<file path="config.mk">
export PLATFORM = sky130hd
export DESIGN_NAME = oled_spi_rx
export DESIGN_NICKNAME = d
export VERILOG_FILES = /design/src/rtl/oled_pkg.sv /design/src/rtl/oled_spi_shift.sv /design/src/rtl/oled_spi_rx.sv
export SDC_FILE = /design/constraint.sdc
export NUM_CORES = 1
export LEC_CHECK = 0
export CORE_MARGIN = 2
export CORE_UTILIZATION = 40
export DETAILED_ROUTE_END_ITERATION = 12
export PLACE_DENSITY = 0.67
export SLEW_MARGIN = 30
export SYNTH_ARGS = -nofsm -noshare
export SYNTH_HDL_FRONTEND = slang
export SYNTH_SLANG_ARGS = --single-unit
</file>
<file path="constraint.sdc">
create_clock -name clk -period 6.5 [get_ports clk]
set_input_delay 1.3 -clock clk [delete_from_list [all_inputs] [get_ports clk]]
set_output_delay 1.3 -clock clk [all_outputs]
set_load 0.05 [all_outputs]
</file>
<file path="src/rtl/oled_pkg.sv">
// Shared definitions for the OLED serial receiver: opcodes, addressing modes,
// decoder states and opcode classification.
`timescale 1ns/1ps
package oled_pkg;

  localparam logic [7:0] OP_DISP_OFF     = 8'hAE;
  localparam logic [7:0] OP_DISP_ON      = 8'hAF;
  localparam logic [7:0] OP_CONTRAST     = 8'h81;
  localparam logic [7:0] OP_ADDR_MODE    = 8'h20;
  localparam logic [7:0] OP_CHARGE_PUMP  = 8'h8D;
  localparam logic [7:0] OP_CLK_DIV      = 8'hD5;
  localparam logic [7:0] OP_MUX_RATIO    = 8'hA8;
  localparam logic [7:0] OP_COM_PINS     = 8'hDA;
  localparam logic [7:0] OP_COL_RANGE    = 8'h21;
  localparam logic [7:0] OP_PAGE_RANGE   = 8'h22;
  localparam logic [7:0] OP_SEG_REMAP0   = 8'hA0;
  localparam logic [7:0] OP_SEG_REMAP1   = 8'hA1;
  localparam logic [7:0] OP_COM_SCAN_INC = 8'hC0;
  localparam logic [7:0] OP_COM_SCAN_DEC = 8'hC8;
  localparam logic [7:0] OP_START_LINE   = 8'h40;

  localparam logic [1:0] MODE_HORZ = 2'd0;
  localparam logic [1:0] MODE_PAGE = 2'd2;

  typedef enum logic [1:0] {ST_CMD, ST_ARG1, ST_ARG2} dec_state_e;

  typedef enum logic [1:0] {OPC_UNKNOWN, OPC_NOARG, OPC_ONEARG, OPC_TWOARG} op_class_e;

  function automatic op_class_e op_class(input logic [7:0] op);
    op_class_e c;
    c = OPC_UNKNOWN;
    case (op)
      OP_DISP_OFF, OP_DISP_ON, OP_SEG_REMAP0, OP_SEG_REMAP1,
      OP_COM_SCAN_INC, OP_COM_SCAN_DEC, OP_START_LINE:    c = OPC_NOARG;
      OP_CONTRAST, OP_ADDR_MODE, OP_CHARGE_PUMP,
      OP_CLK_DIV, OP_MUX_RATIO, OP_COM_PINS:               c = OPC_ONEARG;
      OP_COL_RANGE, OP_PAGE_RANGE:                         c = OPC_TWOARG;
      default:                                             c = OPC_UNKNOWN;
    endcase
    return c;
  endfunction

endpackage

</file>
<file path="src/rtl/oled_spi_shift.sv">
// Link front end: synchronizes the serial pins, detects SCLK rising edges and
// assembles MSB-first bytes together with the DC level seen on the 8th edge.
`timescale 1ns/1ps
module oled_spi_shift #(
  parameter int SYNC_STAGES = 2
) (
  input  logic       clk,
  input  logic       rst,
  input  logic       sclk,
  input  logic       sdin,
  input  logic       dc,
  input  logic       res_n_pin,
  output logic       byte_valid,
  output logic [7:0] rx_byte,
  output logic       rx_dc,
  output logic       res_n
);

  // Each stage carries {RES, DC, SDIN, SCLK}.
  logic [SYNC_STAGES-1:0][3:0] sync_q, sync_d;
  logic       sclk_prev_q, sclk_prev_d;
  logic [7:0] sr_q, sr_d;
  logic [2:0] bit_cnt_q, bit_cnt_d;
  logic       byte_valid_q, byte_valid_d;
  logic [7:0] byte_q, byte_d;
  logic       dc_q, dc_d;
  logic       sclk_s, sdin_s, dc_s, res_s, rise_s;

  assign sclk_s = sync_q[SYNC_STAGES-1][0];
  assign sdin_s = sync_q[SYNC_STAGES-1][1];
  assign dc_s   = sync_q[SYNC_STAGES-1][2];
  assign res_s  = sync_q[SYNC_STAGES-1][3];
  assign rise_s = sclk_s & ~sclk_prev_q;

  always_comb begin
    sync_d       = {sync_q[SYNC_STAGES-2:0], {res_n_pin, dc, sdin, sclk}};
    sclk_prev_d  = sclk_s;
    sr_d         = sr_q;
    bit_cnt_d    = bit_cnt_q;
    byte_valid_d = 1'b0;
    byte_d       = byte_q;
    dc_d         = dc_q;
    // A link reset throws away any partially received byte.
    if (!res_s) begin
      sr_d      = 8'h00;
      bit_cnt_d = 3'd0;
    end else if (rise_s) begin
      sr_d      = {sr_q[6:0], sdin_s};
      bit_cnt_d = bit_cnt_q + 3'd1;
      if (bit_cnt_q == 3'd7) begin
        byte_valid_d = 1'b1;
        byte_d       = {sr_q[6:0], sdin_s};
        dc_d         = dc_s;
      end else begin
        byte_valid_d = 1'b0;
      end
    end else begin
      sr_d = sr_q;
    end
  end

  always_ff @(posedge clk or negedge rst) begin
    if (!rst) begin
      sync_q       <= '0;
      sclk_prev_q  <= 1'b0;
      sr_q         <= 8'h00;
      bit_cnt_q    <= 3'd0;
      byte_valid_q <= 1'b0;
      byte_q       <= 8'h00;
      dc_q         <= 1'b0;
    end else begin
      sync_q       <= sync_d;
      sclk_prev_q  <= sclk_prev_d;
      sr_q         <= sr_d;
      bit_cnt_q    <= bit_cnt_d;
      byte_valid_q <= byte_valid_d;
      byte_q       <= byte_d;
      dc_q         <= dc_d;
    end
  end

  assign byte_valid = byte_valid_q;
  assign rx_byte    = byte_q;
  assign rx_dc      = dc_q;
  assign res_n      = res_s;

endmodule

</file>
<file path="src/rtl/oled_spi_rx.sv">
// Display-side receiver: decodes the command subset from received bytes and
// turns data bytes into display-memory writes with column/page auto-advance.
`timescale 1ns/1ps
module oled_spi_rx #(
  parameter int SYNC_STAGES = 2
) (
  input  logic       clk,
  input  logic       rst,
  input  logic       SCLK,
  input  logic       SDIN,
  input  logic       DC,
  input  logic       RES,
  output logic       mem_we,
  output logic [8:0] mem_adr,
  output logic [7:0] mem_dat,
  output logic       cmd_strobe,
  output logic [7:0] cmd_byte,
  output logic       cmd_err,
  output logic       disp_on,
  output logic [7:0] contrast
);
  import oled_pkg::*;

  logic       byte_valid_s, rx_dc_s, res_n_s;
  logic [7:0] rx_byte_s;

  oled_spi_shift #(.SYNC_STAGES(SYNC_STAGES)) u_shift (
    .clk        (clk),
    .rst        (rst),
    .sclk       (SCLK),
    .sdin       (SDIN),
    .dc         (DC),
    .res_n_pin  (RES),
    .byte_valid (byte_valid_s),
    .rx_byte    (rx_byte_s),
    .rx_dc      (rx_dc_s),
    .res_n      (res_n_s)
  );

  dec_state_e state_q, state_d;
  logic [7:0] op_q, op_d, arg1_q, arg1_d;
  logic       two_q, two_d;
  logic [1:0] mode_q, mode_d;
  logic [6:0] col_start_q, col_start_d, col_end_q, col_end_d, col_q, col_d;
  logic [1:0] page_start_q, page_start_d, page_end_q, page_end_d, page_q, page_d;
  logic       mem_we_q, mem_we_d, cmd_strobe_q, cmd_strobe_d, cmd_err_q, cmd_err_d;
  logic       disp_on_q, disp_on_d;
  logic [8:0] mem_adr_q, mem_adr_d;
  logic [7:0] mem_dat_q, mem_dat_d, cmd_byte_q, cmd_byte_d, contrast_q, contrast_d;
  logic       apply_s, wr_s;
  logic [7:0] apply_a1_s, apply_a2_s;

  always_comb begin
    state_d      = state_q;
    op_d         = op_q;
    two_d        = two_q;
    arg1_d       = arg1_q;
    mode_d       = mode_q;
    col_start_d  = col_start_q;
    col_end_d    = col_end_q;
    col_d        = col_q;
    page_start_d = page_start_q;
    page_end_d   = page_end_q;
    page_d       = page_q;
    disp_on_d    = disp_on_q;
    contrast_d   = contrast_q;
    cmd_byte_d   = cmd_byte_q;
    mem_adr_d    = mem_adr_q;
    mem_dat_d    = mem_dat_q;
    mem_we_d     = 1'b0;
    cmd_strobe_d = 1'b0;
    cmd_err_d    = 1'b0;
    apply_s      = 1'b0;
    apply_a1_s   = 8'h00;
    apply_a2_s   = 8'h00;
    wr_s         = 1'b0;

    if (!res_n_s) begin
      state_d      = ST_CMD;
      op_d         = 8'h00;
      two_d        = 1'b0;
      arg1_d       = 8'h00;
      mode_d       = MODE_PAGE;
      col_start_d  = 7'd0;
      col_end_d    = 7'd127;
      col_d        = 7'd0;
      page_start_d = 2'd0;
      page_end_d   = 2'd3;
      page_d       = 2'd0;
      disp_on_d    = 1'b0;
      contrast_d   = 8'h7F;
      cmd_byte_d   = 8'h00;
      mem_adr_d    = 9'd0;
      mem_dat_d    = 8'h00;
    end else if (byte_valid_s) begin
      if (rx_dc_s) begin
        // Data while arguments are pending aborts the command but still writes.
        wr_s    = 1'b1;
        state_d = ST_CMD;
        if (state_q != ST_CMD) begin
          cmd_err_d = 1'b1;
        end else begin
          cmd_err_d = 1'b0;
        end
      end else begin
        case (state_q)
          ST_CMD: begin
            case (op_class(rx_byte_s))
              OPC_NOARG: begin
                cmd_strobe_d = 1'b1;
                cmd_byte_d   = rx_byte_s;
                if (rx_byte_s == OP_DISP_OFF) begin
                  disp_on_d = 1'b0;
                end else if (rx_byte_s == OP_DISP_ON) begin
                  disp_on_d = 1'b1;
                end else begin
                  disp_on_d = disp_on_q;
                end
              end
              OPC_ONEARG: begin
                op_d    = rx_byte_s;
                two_d   = 1'b0;
                state_d = ST_ARG1;
              end
              OPC_TWOARG: begin
                op_d    = rx_byte_s;
                two_d   = 1'b1;
                state_d = ST_ARG1;
              end
              default: cmd_err_d = 1'b1;
            endcase
          end
          ST_ARG1: begin
            if (two_q) begin
              arg1_d  = rx_byte_s;
              state_d = ST_ARG2;
            end else begin
              apply_s    = 1'b1;
              apply_a1_s = rx_byte_s;
              state_d    = ST_CMD;
            end
          end
          ST_ARG2: begin
            apply_s    = 1'b1;
            apply_a1_s = arg1_q;
            apply_a2_s = rx_byte_s;
            state_d    = ST_CMD;
          end
          default: state_d = ST_CMD;
        endcase
      end
    end else begin
      state_d = state_q;
    end

    if (apply_s) begin
      cmd_strobe_d = 1'b1;
      cmd_byte_d   = op_q;
      case (op_q)
        OP_CONTRAST:  contrast_d = apply_a1_s;
        OP_ADDR_MODE: mode_d     = apply_a1_s[1:0];
        OP_COL_RANGE: begin
          col_start_d = apply_a1_s[6:0];
          col_end_d   = apply_a2_s[6:0];
          col_d       = apply_a1_s[6:0];
        end
        OP_PAGE_RANGE: begin
          page_start_d = apply_a1_s[1:0];
          page_end_d   = apply_a2_s[1:0];
          page_d       = apply_a1_s[1:0];
        end
        default: contrast_d = contrast_q;
      endcase
    end else begin
      cmd_strobe_d = cmd_strobe_d;
    end

    // Only page mode (2) keeps the page fixed; every other mode advances it.
    if (wr_s) begin
      mem_we_d  = 1'b1;
      mem_adr_d = {page_q, col_q};
      mem_dat_d = rx_byte_s;
      if (col_q == col_end_q) begin
        col_d = col_start_q;
        if (mode_q != MODE_PAGE) begin
          page_d = (page_q == page_end_q) ? page_start_q : page_q + 2'd1;
        end else begin
          page_d = page_q;
        end
      end else begin
        col_d = col_q + 7'd1;
      end
    end else begin
      mem_we_d = 1'b0;
    end
  end

  always_ff @(posedge clk or negedge rst) begin
    if (!rst) begin
      state_q      <= ST_CMD;
      op_q         <= 8'h00;
      two_q        <= 1'b0;
      arg1_q       <= 8'h00;
      mode_q       <= MODE_PAGE;
      col_start_q  <= 7'd0;
      col_end_q    <= 7'd127;
      col_q        <= 7'd0;
      page_start_q <= 2'd0;
      page_end_q   <= 2'd3;
      page_q       <= 2'd0;
      disp_on_q    <= 1'b0;
      contrast_q   <= 8'h7F;
      cmd_byte_q   <= 8'h00;
      mem_adr_q    <= 9'd0;
      mem_dat_q    <= 8'h00;
      mem_we_q     <= 1'b0;
      cmd_strobe_q <= 1'b0;
      cmd_err_q    <= 1'b0;
    end else begin
      state_q      <= state_d;
      op_q         <= op_d;
      two_q        <= two_d;
      arg1_q       <= arg1_d;
      mode_q       <= mode_d;
      col_start_q  <= col_start_d;
      col_end_q    <= col_end_d;
      col_q        <= col_d;
      page_start_q <= page_start_d;
      page_end_q   <= page_end_d;
      page_q       <= page_d;
      disp_on_q    <= disp_on_d;
      contrast_q   <= contrast_d;
      cmd_byte_q   <= cmd_byte_d;
      mem_adr_q    <= mem_adr_d;
      mem_dat_q    <= mem_dat_d;
      mem_we_q     <= mem_we_d;
      cmd_strobe_q <= cmd_strobe_d;
      cmd_err_q    <= cmd_err_d;
    end
  end

  assign mem_we     = mem_we_q;
  assign mem_adr    = mem_adr_q;
  assign mem_dat    = mem_dat_q;
  assign cmd_strobe = cmd_strobe_q;
  assign cmd_byte   = cmd_byte_q;
  assign cmd_err    = cmd_err_q;
  assign disp_on    = disp_on_q;
  assign contrast   = contrast_q;

endmodule

</file>
Yosys cells after proc, flatten, opt, wreduce, memory -nomap -nowiden. Index checks and enable logic that the tools add are counted.

$add $sub $neg: 3. Bitwise operators: 2. Multiplexer cells: 110. Reduce and logical (&&, ||, !) cells: 15. Eq/ne operators: 46.

Operators by type and width (number): two-way mux 8 bit (24); two-way mux 7 bit (17); equality test 8 bit (second input constant) (12); two-way mux 2 bit (25); equality test 8 x 6 -> 1 bit (second input constant) (6); two-way mux 1 bit (34); one-hot mux 8 bit (2 select lines) (2); inequality test 2 bit (second input constant) (10); two-way mux 9 bit (2); inequality test 3 bit (second input constant) (6); AND reduction 4 bit (4); equality test 8 x 7 -> 1 bit (second input constant) (1); adder 7 x 1 -> 7 bit (second input constant) (1); equality test 7 bit (1); OR reduction 7 bit (1); equality test 2 bit (second input constant) (3); two-way mux 3 bit (2); inequality test 3 x 2 -> 1 bit (second input constant) (2); one-hot mux 2 bit (3 select lines) (1); OR reduction 3 bit (2); OR reduction 6 bit (1); AND reduction 5 bit (1); equality test 2 x 1 -> 1 bit (second input constant) (2); inequality test 4 bit (second input constant) (1); 13 further kinds (15).

Word-level logic and storage cells: 203. Register bits: 114. Input bits: 6.

Depth between registers and ports, before layout.
Depth in word-level cells: 14. Mapped depth: 10. Gate-level depth less buffers: 7.

Modules after synthesis. From an unflattened synthesis, not the netlist that was laid out.

Cell total of the unflattened synthesis: 528. Area total of the unflattened synthesis: 5491.5 um^2.

Modules (own cells, without submodules): oled_spi_rx (times used 1, cells each 452, area an instance 4426.7 um^2, seq. area each 2148.3 um^2); oled_spi_shift (times used 1, cells each 76, area an instance 1064.8 um^2, seq. area each 725.7 um^2).

Worst setup path after synthesis. No wires, ideal clock.

Path kind: reg2reg. From: register state_q[1]. To: register col_q[4]. Stages on the path, launching flop included: 10. Setup slack: 4.320 ns. Required time: 6.363 ns. Arrival time: 2.044 ns. Library setup time: 0.137 ns. Buffers on the path: 2. Cells stage by stage: dfrtp_1 inv_1 ha_1 nor2b_1 o211ai_1 buf_2 o41a_1 buf_2 a221oi_1 a21oi_1.

Longest elaborated chain between the ends: 8.

RTL lines: start: declaration (RTL line oled_spi_rx.sv:40) `dec_state_e state_q, state_d;`; start signal: assignment (RTL line oled_spi_rx.sv:220) `state_q <= state_d;`; equality test 2 bit or equality test 2 x 1 -> 1 bit (tied branches) (RTL line oled_spi_rx.sv:106) `case (state_q)`; one-hot mux 8 bit (2 select lines) (RTL line oled_spi_rx.sv:106); two-way mux 8 bit (RTL line oled_spi_rx.sv:96) `if (rx_dc_s) begin`; two-way mux 8 bit (RTL line oled_spi_rx.sv:95) `end else if (byte_valid_s) begin`; two-way mux 8 bit (RTL line oled_spi_rx.sv:78) `if (!res_n_s) begin`; two-way mux 7 bit (RTL line oled_spi_rx.sv:159) `case (op_q)`; two-way mux 7 bit (*) (RTL line oled_spi_rx.sv:156) `if (apply_s) begin`; two-way mux 7 bit (*) (RTL line oled_spi_rx.sv:179) `if (wr_s) begin`; net col_d[4] (RTL line oled_spi_rx.sv:44) `logic [6:0] col_start_q, col_start_d, col_end_q, col_end_d, col_q, col_d;`; end signal: assignment (RTL line oled_spi_rx.sv:227) `col_q <= col_d;`; end: declaration (RTL line oled_spi_rx.sv:44).

The timed path passes the listed nets; every way through them passes the cells marked *. A chain may end at the register's enable or synchronous reset.

Worst setup path in the final report.
From: register state_q[1]. To: register col_q[2].

The elaborated chain is that of the path after synthesis.

==> metrics.md <==
| Metric | Value |
|---|---|
| Layout fillers | `~1,200` |
| Static leakage | `0.00297 uW` |
| Hold crit path type | `reg -> reg` |
| Antenna violations before repair | `0` |
| Fin Setup TNS | `0 ns` |
| Type of origin of the critical path | `flop` |
| Rel. slew slack | `0.377` |
| Vias in the first global route | `roughly 4,200` |
| Total grt overflow | `0` |
| GRT Total Usage | `0.184` |
| Ys flop type | `dfrtp_1` |
| Total Wirelength | `roughly 13 mm` |
| Max clock buf depth | `2` |
| Worst slack at placement | `between 3 and 4 ns` |
| First-pass GRT wire length | `21.0 mm` |
| Setup-failing EPs final | `0` |
| Starting Density | `0.410` |
| Worst path arrival time | `3.26 ns` |
| Status | `finished clean` |
| Core Rows | `42` |
| Top cells by count, synth | `dfrtp_1 (97), nand2_1 (57), inv_1 (38)` |
| Worst Setup Path Type | `reg -> reg` |
| Peak Freq | `between 300 and 400 MHz` |
| Measured slew at the worst slew-check pin | `0.933 ns` |
| Top-count cell post-synth | `dfrtp_1` |
| Synth unique cells | `57` |
| Net count, final | `560` |
| Worst Setup Slack, final | `3.46 ns` |
| Worst-Skew Late Latency | `0.41 ns` |
| Largest net degree at the start of global routing | `67` |
| Final HPWL DP | `8.23 mm` |
| Register bit total from synthesis | `114` |
| Layout Utilization | `0.500` |
| Area leader, netlist | `dfrtp_1` |
| Syn_nets | `530` |
| Post-CTS Hold Fix Bufs | `0` |
| GPL Wtd Cong | `between 0.8 and 0.9` |
| WL/cell | `17.2 um` |
| Synthesized area | `approximately 5400 um2` |
| Post-CTS Setup Inserts | `0` |
| Post-route DRC | `0` |
| IO buf count | `42` |
| Final antenna-violating net count | `0` |
| Detailed Route Iter0 Violations | `roughly 330` |
| Clock-pin slew on the worst setup and hold paths | `0.05 ns` |
| TritonCTS clock tree | `built` |
| Final hold vios | `0` |
| Worst hold slack | `0.346 ns` |
| Placed cell count | `704` |
| Core Region | `13,200 um2` |
| Worst-path fanout max | `14` |
| 1st-pass router iterations | `7` |
| Max H-tree Level | `4` |
| Synth Instances | `approximately 520` |
| Synth top area cells | `dfrtp_1 (45%), dfstp_2 (8.2%), mux2i_1 (4.6%)` |
| Vias/cell | `5.47` |
| Setup crit end kind | `flop` |
| Max-cap violations | `0` |
| Die Ht | `roughly 120 um` |
| Tmin final | `3.04 ns` |
| Post-CTS sizing | `0` |
| Setup Skew | `0.0121 ns` |
| CTS Buf Count | `17` |
| Final worst-path cycle share | `0.468` |
| Die Width | `roughly 120 um` |
| CTS Sinks | `114` |
| Top cell type's share of synthesized area | `0.447` |
| Ant diodes | `0` |
| Final Non-Filler Cells | `736` |
| Power Density | `270 nW/um2` |
| Area grow syn2layout | `21.9%` |
| Asr flop ratio synth | `1.00` |
| Syn avg cell area | `10.5 um2` |
| Layout cells sized above 1 | `0.123` |
| Peak supply drop | `160 uV` |
| Pins over their slew limit | `0` |
| Ys Warns | `0` |
| RSZ-0062 raised after global routing | `false` |
| Area of the multi-input gates | `between 2000 and 2500 um2` |
| Worst Path Required | `6.72 ns` |
| Post-synth EDFFs | `0` |
| Share of the yosys chip area belonging to registers | `0.530` |
| Root Driver | `clkbuf_16` |
| Via count | `4,029` |
| Total die area | `14,500 um2` |
| I/O pin count | `43` |
| Register area | `about 2900 um2` |
worst max-delay path, stage by stage (launching register included):
cell and delay, ns:
dfrtp_1 0.40, inv_1 0.12, ha_1 0.19, nor2b_1 0.59
o211ai_1 0.37, o41a_1 0.72, a221oi_1 0.37, a21oi_1 0.10
layout make-up:
| class | instances | share of cell area |
|---|---|---|
| Sequential cell | 114 | 0.434 |
| Multi-Input combinational cell | 329 | 0.342 |
| Clock buffer | 23 | 0.0737 |
| Timing Repair Buffer | 47 | 0.0684 |
| Tap cell | 176 | 0.0333 |
| Clock inverter | 9 | 0.0265 |
| Inverter | 38 | 0.0216 |
report_power, final:
part / switching, uW / internal [uW]
clock: 315 / 719
sequential: 1.96 / 715
combinational: 28.7 / 9.88
cell usage in the layout, fill, tap and decap left out, types with 11 or more instances in the layout:
| cell | netlist | final |
|---|---|---|
| dfrtp_1 | 97 | 97 |
| nand2_1 | 57 | 57 |
| clkdlybuf4s50_1 | 0 | 41 |
| inv_1 | 38 | 38 |
| nand3_1 | 26 | 26 |
| a22o_1 | 25 | 25 |
| mux2i_1 | 25 | 25 |
| a21boi_0 | 17 | 17 |
| clkbuf_16 | 0 | 17 |
| dfstp_2 | 17 | 17 |
| a21oi_1 | 16 | 16 |
| o21ai_0 | 15 | 15 |
| nor2_1 | 14 | 14 |
| a31oi_1 | 11 | 11 |
sequential cells by signal (all words and copies together) (netlist names), 3 cells and up:
signal	count
col_q	7
u_shift.bit_cnt_q	3
col_end_q	7
arg1_q	8
u_shift.sr_q	7
u_shift.sync_d	4
op_q	8
col_start_q	7
mem_adr	9
contrast	8
mem_dat	8
u_shift.rx_byte	8
cmd_byte	8
metal layers:
layer | vias to the layer above | part of all wire | GRT usage
met5 | - | 0 | 0
li1 | 1903 | - | -
met4 | 0 | 0.017 | 0.0770
met2 | 111 | 0.48 | 0.292
met1 | 1995 | 0.46 | 0.241
met3 | 20 | 0.046 | 0.0481
logic make-up (layout without fill, tap and decap cells):
logic type,after synthesis,in the layout,synth area share
adder cells (fa/ha/maj),7,7,0.0161
XOR/XNOR,16,16,0.0258
AO/OA/AOI/OAI,125,125,0.170
multiplexers,35,35,0.0675
flip-flops,114,114,0.530
AND/OR/NAND/NOR,146,146,0.137
buffers and inverters,74,117,0.0542
path summary, 6_finish.rpt:
kind,from,end,slack [ns],cells after the start
hold reg to reg,u_shift.sync_d[6]$_DFF_PN0_,u_shift.dc_s$_DFF_PN0_,0.35,0
max in group asynchronous,rst,op_q[7]$_DFFE_PN0P_,4.34,2
setup / recovery,state_q[1]$_DFFE_PN0P_,col_q[2]$_DFF_PN0_,3.46,7
setup reg to reg,state_q[1]$_DFFE_PN0P_,col_q[2]$_DFF_PN0_,3.46,7
hold / removal,u_shift.sync_d[6]$_DFF_PN0_,u_shift.dc_s$_DFF_PN0_,0.35,0
min in group asynchronous,rst,mem_adr[7]$_DFFE_PN0P_,0.93,1
through the flow:
stage                     instance area (um2)  power (uW)
after floorplan                          5430         746
after global placement                   5940         767
after detailed placement                 5950         768
after CTS                                6620        1800
after global routing                     6620        1840
final                                    6620        1790
Power figures use the tool's default switching activity.
